## src/rtl/lbm_pkg.sv

```systemverilog
// Shared LBM definitions: lattice lane indices and the chunk drain state encoding.
// Latency: none (types and constants only).
// Backpressure: not applicable.
package lbm_pkg;

  // Nine D2Q9 lattice directions per pixel
  localparam int DIR_COUNT = 9;

  // Lane order inside a packed pixel, lane 0 in the least significant bits
  localparam int DIR_N    = 0;
  localparam int DIR_NULL = 1;
  localparam int DIR_NE   = 2;
  localparam int DIR_E    = 3;
  localparam int DIR_SE   = 4;
  localparam int DIR_S    = 5;
  localparam int DIR_SW   = 6;
  localparam int DIR_W    = 7;
  localparam int DIR_NW   = 8;

  typedef enum logic [1:0] {
    DRAIN_IDLE   = 2'd0,
    DRAIN_STREAM = 2'd1,
    DRAIN_FLUSH  = 2'd2,
    DRAIN_DONE   = 2'd3
  } drain_state_t;

endpackage

```

## src/rtl/lbm_chunk_drain_if.sv

```systemverilog
// AXI-Stream beat bundle between the chunk drain (master) and the DDR write path (slave).
// Latency: none (wires only).
// Backpressure: tready from slave to master; master holds the beat until accepted.
interface lbm_chunk_drain_if
  import lbm_pkg::*;
#(
  parameter int TDATA_WIDTH = DIR_COUNT * 16
);
  logic                       tvalid;
  logic [TDATA_WIDTH-1:0]     tdata;
  logic [TDATA_WIDTH/8-1:0]   tstrb;
  logic                       tlast;
  logic                       tready;

  modport master (output tvalid, output tdata, output tstrb, output tlast, input tready);
  modport slave  (input tvalid, input tdata, input tstrb, input tlast, output tready);
endinterface

```

## src/rtl/axis_skid_fifo.sv

```systemverilog
// Two-entry FIFO with the head held in a register, so rd_vld/rd_dat come straight from flops.
// Latency: a write becomes visible at the head one cycle later when the FIFO was empty.
// Backpressure: head is held while rd_rdy is low; the writer must not push into a full FIFO without a pop.
module axis_skid_fifo #(
  parameter int WIDTH = 145
) (
  input  logic             clk,
  input  logic             rst_n,
  input  logic             wr_vld,
  input  logic [WIDTH-1:0] wr_dat,
  input  logic             rd_rdy,
  output logic             rd_vld,
  output logic [WIDTH-1:0] rd_dat,
  output logic [1:0]       count
);

  logic [WIDTH-1:0] slot0_q;
  logic [WIDTH-1:0] slot1_q;
  logic [1:0]       count_q;
  logic             pop;

  assign rd_vld = (count_q != 2'd0);
  assign rd_dat = slot0_q;
  assign count  = count_q;
  assign pop    = rd_vld && rd_rdy;

  // Slot update; slot1 is kept at zero whenever it is unused so an empty head reads as zero
  always_ff @(posedge clk or negedge rst_n) begin
    if (!rst_n) begin
      slot0_q <= '0;
      slot1_q <= '0;
      count_q <= 2'd0;
    end else begin
      case ({wr_vld, pop})
        2'b10: begin
          if (count_q == 2'd0) begin
            slot0_q <= wr_dat;
            count_q <= 2'd1;
          end else if (count_q == 2'd1) begin
            slot1_q <= wr_dat;
            count_q <= 2'd2;
          end
        end
        2'b01: begin
          slot0_q <= slot1_q;
          slot1_q <= '0;
          count_q <= count_q - 2'd1;
        end
        2'b11: begin
          if (count_q == 2'd2) begin
            slot0_q <= slot1_q;
            slot1_q <= wr_dat;
          end else begin
            slot0_q <= wr_dat;
          end
        end
        default: begin
        end
      endcase
    end
  end

endmodule

```

## src/rtl/lbm_chunk_drain.sv

```systemverilog
// Streams a finished chunk of DEPTH pixels from the BRAM bank out as one AXI-Stream packet.
// Latency: ren one cycle after chunk_result_ready is sampled, first beat two cycles later, then one beat per cycle.
// Backpressure: tready low holds the head beat; reads pause once buffered plus in-flight pixels reach two.
module lbm_chunk_drain
  import lbm_pkg::*;
#(
  parameter int DATA_WIDTH             = 16,
  parameter int DEPTH                  = 2500,
  parameter int ADDRESS_WIDTH          = 12,
  parameter int C_M00_AXIS_TDATA_WIDTH = 144
) (
  input  logic                              m00_axis_aclk,
  input  logic                              m00_axis_aresetn,
  input  logic                              chunk_result_ready,
  output logic                              chunk_drain_done,
  output logic                              ren,
  output logic [ADDRESS_WIDTH-1:0]          read_addr,
  input  logic [DIR_COUNT*DATA_WIDTH-1:0]   rd_data,
  lbm_chunk_drain_if.master                 m00_axis
);

  // One extra bit so a chunk of exactly 2^ADDRESS_WIDTH pixels can be counted to completion
  localparam int CW = ADDRESS_WIDTH + 1;
  localparam int FW = C_M00_AXIS_TDATA_WIDTH + 1;
  localparam logic [CW-1:0] DEPTH_C = CW'(DEPTH);
  localparam logic [CW-1:0] LAST_C  = CW'(DEPTH - 1);

  drain_state_t    state_q;
  drain_state_t    state_d;
  logic [CW-1:0]   issue_cnt;
  logic [CW-1:0]   beat_cnt;
  logic            inflight;
  logic            inflight_last;
  logic [1:0]      buf_count;
  logic            buf_vld;
  logic [FW-1:0]   buf_dat;
  logic            beat_xfer;
  logic [2:0]      occ_now;

  assign beat_xfer = buf_vld && m00_axis.tready;
  assign occ_now   = {1'b0, buf_count} + {2'b00, inflight};
  assign read_addr = issue_cnt[ADDRESS_WIDTH-1:0];

  // Issue a read while pixels remain and the buffer will still have a free slot for it
  // once this cycle's pop and the read already in flight are accounted for
  always_comb begin
    ren = 1'b0;
    if ((state_q == DRAIN_STREAM) && (issue_cnt < DEPTH_C) &&
        (occ_now < (3'd2 + {2'b00, beat_xfer}))) begin
      ren = 1'b1;
    end
  end

  // Next-state logic and the completion pulse
  always_comb begin
    state_d          = state_q;
    chunk_drain_done = 1'b0;
    case (state_q)
      DRAIN_IDLE: begin
        if (chunk_result_ready) state_d = DRAIN_STREAM;
      end
      DRAIN_STREAM: begin
        if (issue_cnt == DEPTH_C) state_d = DRAIN_FLUSH;
      end
      DRAIN_FLUSH: begin
        if (beat_xfer && (beat_cnt == LAST_C)) state_d = DRAIN_DONE;
      end
      DRAIN_DONE: begin
        chunk_drain_done = 1'b1;
        // A still-asserted level means the solver already has the next chunk ready
        state_d = chunk_result_ready ? DRAIN_STREAM : DRAIN_IDLE;
      end
      default: state_d = DRAIN_IDLE;
    endcase
  end

  // State register
  always_ff @(posedge m00_axis_aclk or negedge m00_axis_aresetn) begin
    if (!m00_axis_aresetn) state_q <= DRAIN_IDLE;
    else                   state_q <= state_d;
  end

  // Read/beat counters and the one-cycle BRAM latency tracker (tlast rides along with the data)
  always_ff @(posedge m00_axis_aclk or negedge m00_axis_aresetn) begin
    if (!m00_axis_aresetn) begin
      issue_cnt     <= '0;
      beat_cnt      <= '0;
      inflight      <= 1'b0;
      inflight_last <= 1'b0;
    end else begin
      inflight      <= ren;
      inflight_last <= ren && (issue_cnt == LAST_C);
      if ((state_q == DRAIN_IDLE) || (state_q == DRAIN_DONE)) begin
        issue_cnt <= '0;
        beat_cnt  <= '0;
      end else begin
        if (ren)       issue_cnt <= issue_cnt + 1'b1;
        if (beat_xfer) beat_cnt  <= beat_cnt + 1'b1;
      end
    end
  end

  axis_skid_fifo #(
    .WIDTH (FW)
  ) u_skid (
    .clk    (m00_axis_aclk),
    .rst_n  (m00_axis_aresetn),
    .wr_vld (inflight),
    .wr_dat ({inflight_last, rd_data}),
    .rd_rdy (m00_axis.tready),
    .rd_vld (buf_vld),
    .rd_dat (buf_dat),
    .count  (buf_count)
  );

  assign m00_axis.tvalid = buf_vld;
  assign m00_axis.tdata  = buf_dat[C_M00_AXIS_TDATA_WIDTH-1:0];
  assign m00_axis.tlast  = buf_vld && buf_dat[FW-1];
  assign m00_axis.tstrb  = buf_vld ? '1 : '0;

endmodule

```

## src/flat_wrapper.sv

```systemverilog
// flat-port wrapper written by rule: the top's interface ports become plain ports
module lbm_chunk_drain_flat import lbm_pkg::*;
#(
  parameter int DATA_WIDTH             = 16,
  parameter int DEPTH                  = 2500,
  parameter int ADDRESS_WIDTH          = 12,
  parameter int C_M00_AXIS_TDATA_WIDTH = 144
)
  (m00_axis_aclk, m00_axis_aresetn, chunk_result_ready, chunk_drain_done, ren, read_addr, rd_data, m00_axis_tvalid, m00_axis_tdata, m00_axis_tstrb, m00_axis_tlast, m00_axis_tready);
  lbm_chunk_drain_if #(.TDATA_WIDTH((144))) m00_axis_i ();
  input  logic m00_axis_aclk;
  input  logic m00_axis_aresetn;
  input  logic chunk_result_ready;
  output logic chunk_drain_done;
  output logic ren;
  output logic [ADDRESS_WIDTH-1:0] read_addr;
  input  logic [DIR_COUNT*DATA_WIDTH-1:0] rd_data;
  output wire logic [$bits(m00_axis_i.tvalid)-1:0] m00_axis_tvalid;
  output wire logic [$bits(m00_axis_i.tdata)-1:0] m00_axis_tdata;
  output wire logic [$bits(m00_axis_i.tstrb)-1:0] m00_axis_tstrb;
  output wire logic [$bits(m00_axis_i.tlast)-1:0] m00_axis_tlast;
  input wire logic [$bits(m00_axis_i.tready)-1:0] m00_axis_tready;
  assign m00_axis_tvalid = m00_axis_i.tvalid;
  assign m00_axis_tdata = m00_axis_i.tdata;
  assign m00_axis_tstrb = m00_axis_i.tstrb;
  assign m00_axis_tlast = m00_axis_i.tlast;
  assign m00_axis_i.tready = m00_axis_tready;
  lbm_chunk_drain #(.DATA_WIDTH(DATA_WIDTH), .DEPTH(DEPTH), .ADDRESS_WIDTH(ADDRESS_WIDTH), .C_M00_AXIS_TDATA_WIDTH(C_M00_AXIS_TDATA_WIDTH)) u_core (.m00_axis_aclk(m00_axis_aclk), .m00_axis_aresetn(m00_axis_aresetn), .chunk_result_ready(chunk_result_ready), .chunk_drain_done(chunk_drain_done), .ren(ren), .read_addr(read_addr), .rd_data(rd_data), .m00_axis(m00_axis_i));
endmodule
```

## config.mk

```make
export PLATFORM = sky130hd
export DESIGN_NAME = lbm_chunk_drain_flat
export DESIGN_NICKNAME = d
export VERILOG_FILES = /design/src/rtl/lbm_pkg.sv /design/src/rtl/lbm_chunk_drain_if.sv /design/src/rtl/axis_skid_fifo.sv /design/src/rtl/lbm_chunk_drain.sv /design/src/flat_wrapper.sv
export SDC_FILE = /design/constraint.sdc
export NUM_CORES = 1
export LEC_CHECK = 0
export BUFFER_PORTS_ARGS = -buffer_cell sky130_fd_sc_hd__buf_2
export CAP_MARGIN = 20
export CORE_MARGIN = 2
export CORE_UTILIZATION = 57
export CTS_BUF_LIST = sky130_fd_sc_hd__clkbuf_4 sky130_fd_sc_hd__clkbuf_8
export DETAILED_ROUTE_END_ITERATION = 10
export PLACE_DENSITY = 0.83
export SLEW_MARGIN = 20
export SYNTH_ARGS = -nofsm -noshare
export SYNTH_HDL_FRONTEND = slang
export SYNTH_SLANG_ARGS = --single-unit
```

## constraint.sdc

```tcl
create_clock -name m00_axis_aclk -period 3.2 [get_ports m00_axis_aclk]
set_input_delay 0.96 -clock m00_axis_aclk [delete_from_list [all_inputs] [get_ports m00_axis_aclk]]
set_output_delay 0.96 -clock m00_axis_aclk [all_outputs]
set_load 0.1 [all_outputs]
```

==> results.yml <==
setup_path:
  end_kind: "primary output"
  cp_cell_sequence: "ha_1 -> or3b_4 -> a2111oi_4 -> nand3_4 -> clkinvlp_4 -> buf_12"
  crit_path_start_kind: "flip-flop"
  crit_type: "flip-flop to primary output"
  cp.required_ns: 2.24
  r2r_cells: 8
  crit_arrival_ns: 2.44
  crit_family: "simple AND/OR/NAND/NOR gates"
  crit_fanout: 4
  cp_slowest_cell: "dfrtp_1"
  slowest_delay_ns: 0.42
  cp_num_buf_inv: 2
  crit_cells: 6
cells_and_area:
  layout-drive-gt1-share_pct: 25.3
  final_cell_mix: "nand2_1, dfrtp_1, buf_2, nand3_1, o21ai_0"
  final_common_cell: "nand2_1"
  nets: 1921
  area_growth_pct: 12.7
  fin_cells: 2137
  fin_area_sq_um: 17400
  fill_cells: 2103
placed_design:
  portBuffers: 325
  place_area_sq_um: 16200
  place_congestion: 0.786
  hpwl_um: 22300
  dp_cells: 2044
grt:
  grt_pass1_vias: 11300
  grt_overflow: 0
  grt_pass1_wl_um: 57300
  grt_max_degree: 159
  grt_usage_pct: 24.6
  antenna_found_initial: 4
cts:
  cts_root_buffer: "clkbuf_8"
  cts_tree: "built"
  clockBufferDepth: 3
  cts_hold_buf: 0
  htreeDepth: 2
  clock_sinks: 322
  cts_buffers: 51
  clk-insertion-delay-late_ns: 0.56
  path_clk_slew_ns: 0.06
synthesis:
  synthAdderAreaFrac_pct: 1.06
  synth_cell_types: 47
  yosys-top-cells-area: "dfrtp_1, nand2_1, mux2i_1, buf_4, nand3_1"
  yosysWarningCount: 0
  synth-xor-area-share_pct: 0.796
  netlist_area_sq_um: 15400
  yosysTopAreaCellShare_pct: 52.3
  synth-compound-area-share_pct: 6.32
  synth_top_family_by_area: "simple AND/OR/NAND/NOR gates"
  synth_simple_gate_area_share_pct: 18.7
  synth_top_area_cell: "dfrtp_1"
  async_flop_share_pct: 100
  postSynthAreaPerCell_sq_um: 9.48
  syn_nets: 1786
  synthCells: 1625
  synth-seq-area-share_pct: 52.3
  ys.flop_type: "dfrtp_1"
  synth_mux_area_share_pct: 9.49
  synth_edf_count: 0
  postSynthRegisterBits: 322
hold_path:
  hold_path.class: "input pin to async pin"
die:
  pin_count: 326
  die-area_sq_um: 28300
  start_util_pct: 57.6
  rows: 60
  core_area_sq_um: 26700
  die_h_um: 168
  die_x_um: 168
detailed_routing:
  first_pass_iters: 7
  vias_per_cell: 5.44
  ant_nets: 0
  wl_per_cell_um: 16.3
  post-route-drc-count: 0
  drt_iter0_drc: 979
  dr_total_vias: 11600
  postRouteWirelength_um: 34900
timing:
  min_period_ns: 3.40
  drv_slew: 0
  finalHoldViolCount: 0
  whs_ns: 0.365
  worst_slack_ns: -0.197
  worst_slew_pin_slew_ns: 0.741
  clock.fmax_ghz: 0.294
  rsz0062_at_grt: "true"
  fin_setup_tns_ns: -0.197
  setup_viol_count_final: 1
  post-route-period-util_pct: 106
  clock_skew_ns: 0.0195
  slew_headroom_pct: 50.6
flow_run:
  cap_violations: 0
outcome:
  status: "complete, but fails checks"
  violations: "negative setup slack"
==> flip-flops by register name (all words and copies together) (netlist names) <==
| name | cells |
|---|---|
| u_core.u_skid.rd_dat | 145 |
| u_core.u_skid.slot1_q | 145 |
| u_core.beat_cnt | 13 |
| u_core.issue_cnt | 13 |
| u_core.state_q | 2 |
| u_core.u_skid.count | 2 |
| u_core.inflight | 1 |
| u_core.inflight_last | 1 |
==> final timing paths <==
path / start / endpoint / slack (ns)
min in group m00_axis_aclk: u_core.u_skid.slot1_q[59] / u_core.u_skid.slot1_q[59] / 0.46
max: u_core.u_skid.count[0] / ren / -0.20
min reg2reg: u_core.u_skid.slot1_q[59] / u_core.u_skid.slot1_q[59] / 0.46
max in group asynchronous: m00_axis_aresetn / u_core.u_skid.slot1_q[20] / 2.09
min: m00_axis_aresetn / u_core.u_skid.rd_dat[0] / 0.37
max reg2reg: u_core.u_skid.count[0] / u_core.u_skid.rd_dat[27] / 0.61
==> synth_stat cells (all sizes together), types with 2 or more instances <==
cell,instances
nand2,448
dfrtp,322
buf,194
nand3,154
o21ai,152
mux2i,146
clkbuf,79
inv,14
and2,13
ha,13
xnor2,10
a21boi,8
nand4,8
nor2b,8
or3,6
nor2,5
nand2b,4
nor4bb,4
o31ai,4
xor2,4
a21oi,3
nor3,3
nor3b,2
or4,2
==> per-stage QoR <==
| stage | setup slack, ns | utilization, % |
|---|---|---|
| floorplan | -0.117 | - |
| global placement | 0.0117 | 60.7 |
| detailed placement | 0.00830 | 60.7 |
| CTS | -0.293 | 64.9 |
| global route | -0.303 | 64.9 |
| finish | -0.197 | 64.9 |
==> worst reg2reg max path: cells and delay by family, from the launching register on <==
kind | cells | cell delay [ns]
simple gates | 2 | 0.78
mux | 1 | 0.35
compound gates | 1 | 0.11
fa+ha+maj | 1 | 0.21
buf+inv | 3 | 0.61
flops | 1 | 0.40
==> cells by family (layout without fill, tap and decap cells) <==
kind of cell,Yosys count,in the layout
compound gates,178,178
xor+xnor,14,14
fa+ha+maj,13,13
buf+inv,287,456
flops,322,322
mux,146,146
other cells,0,2
simple gates,665,665
==> metal layers <==
layer | part of all wire (%) | global-route usage [%]
met4 | 2.7 | 7.76
met5 | 0.077 | 0
met2 | 47 | 39.6
met3 | 7.7 | 5.78
met1 | 42 | 33.2
==> cell type report <==
class	count	area [sq um]	share of cell area [%]
Tap cell	341	427	2.46
Clock buffer	84	1020	5.91
Antenna cell	2	5.00	0.0288
Inverter	14	60.1	0.346
Timing Repair Buffer	355	2120	12.2
Sequential cell	322	8060	46.4
Clock inverter	3	21.3	0.123
Multi-Input combinational cell	1016	5630	32.5
==> timing repair <==
action                                  4_1_cts  5_1_grt
endpoints found under the setup margin       20       20
pin swaps                                     3        2
resized for setup                            20        1
cloned                                        0        0
buffers inserted                              3        1
Power is not shown: default switching activity piles up to over one toggle a cycle in this logic, so the estimate is an artifact.
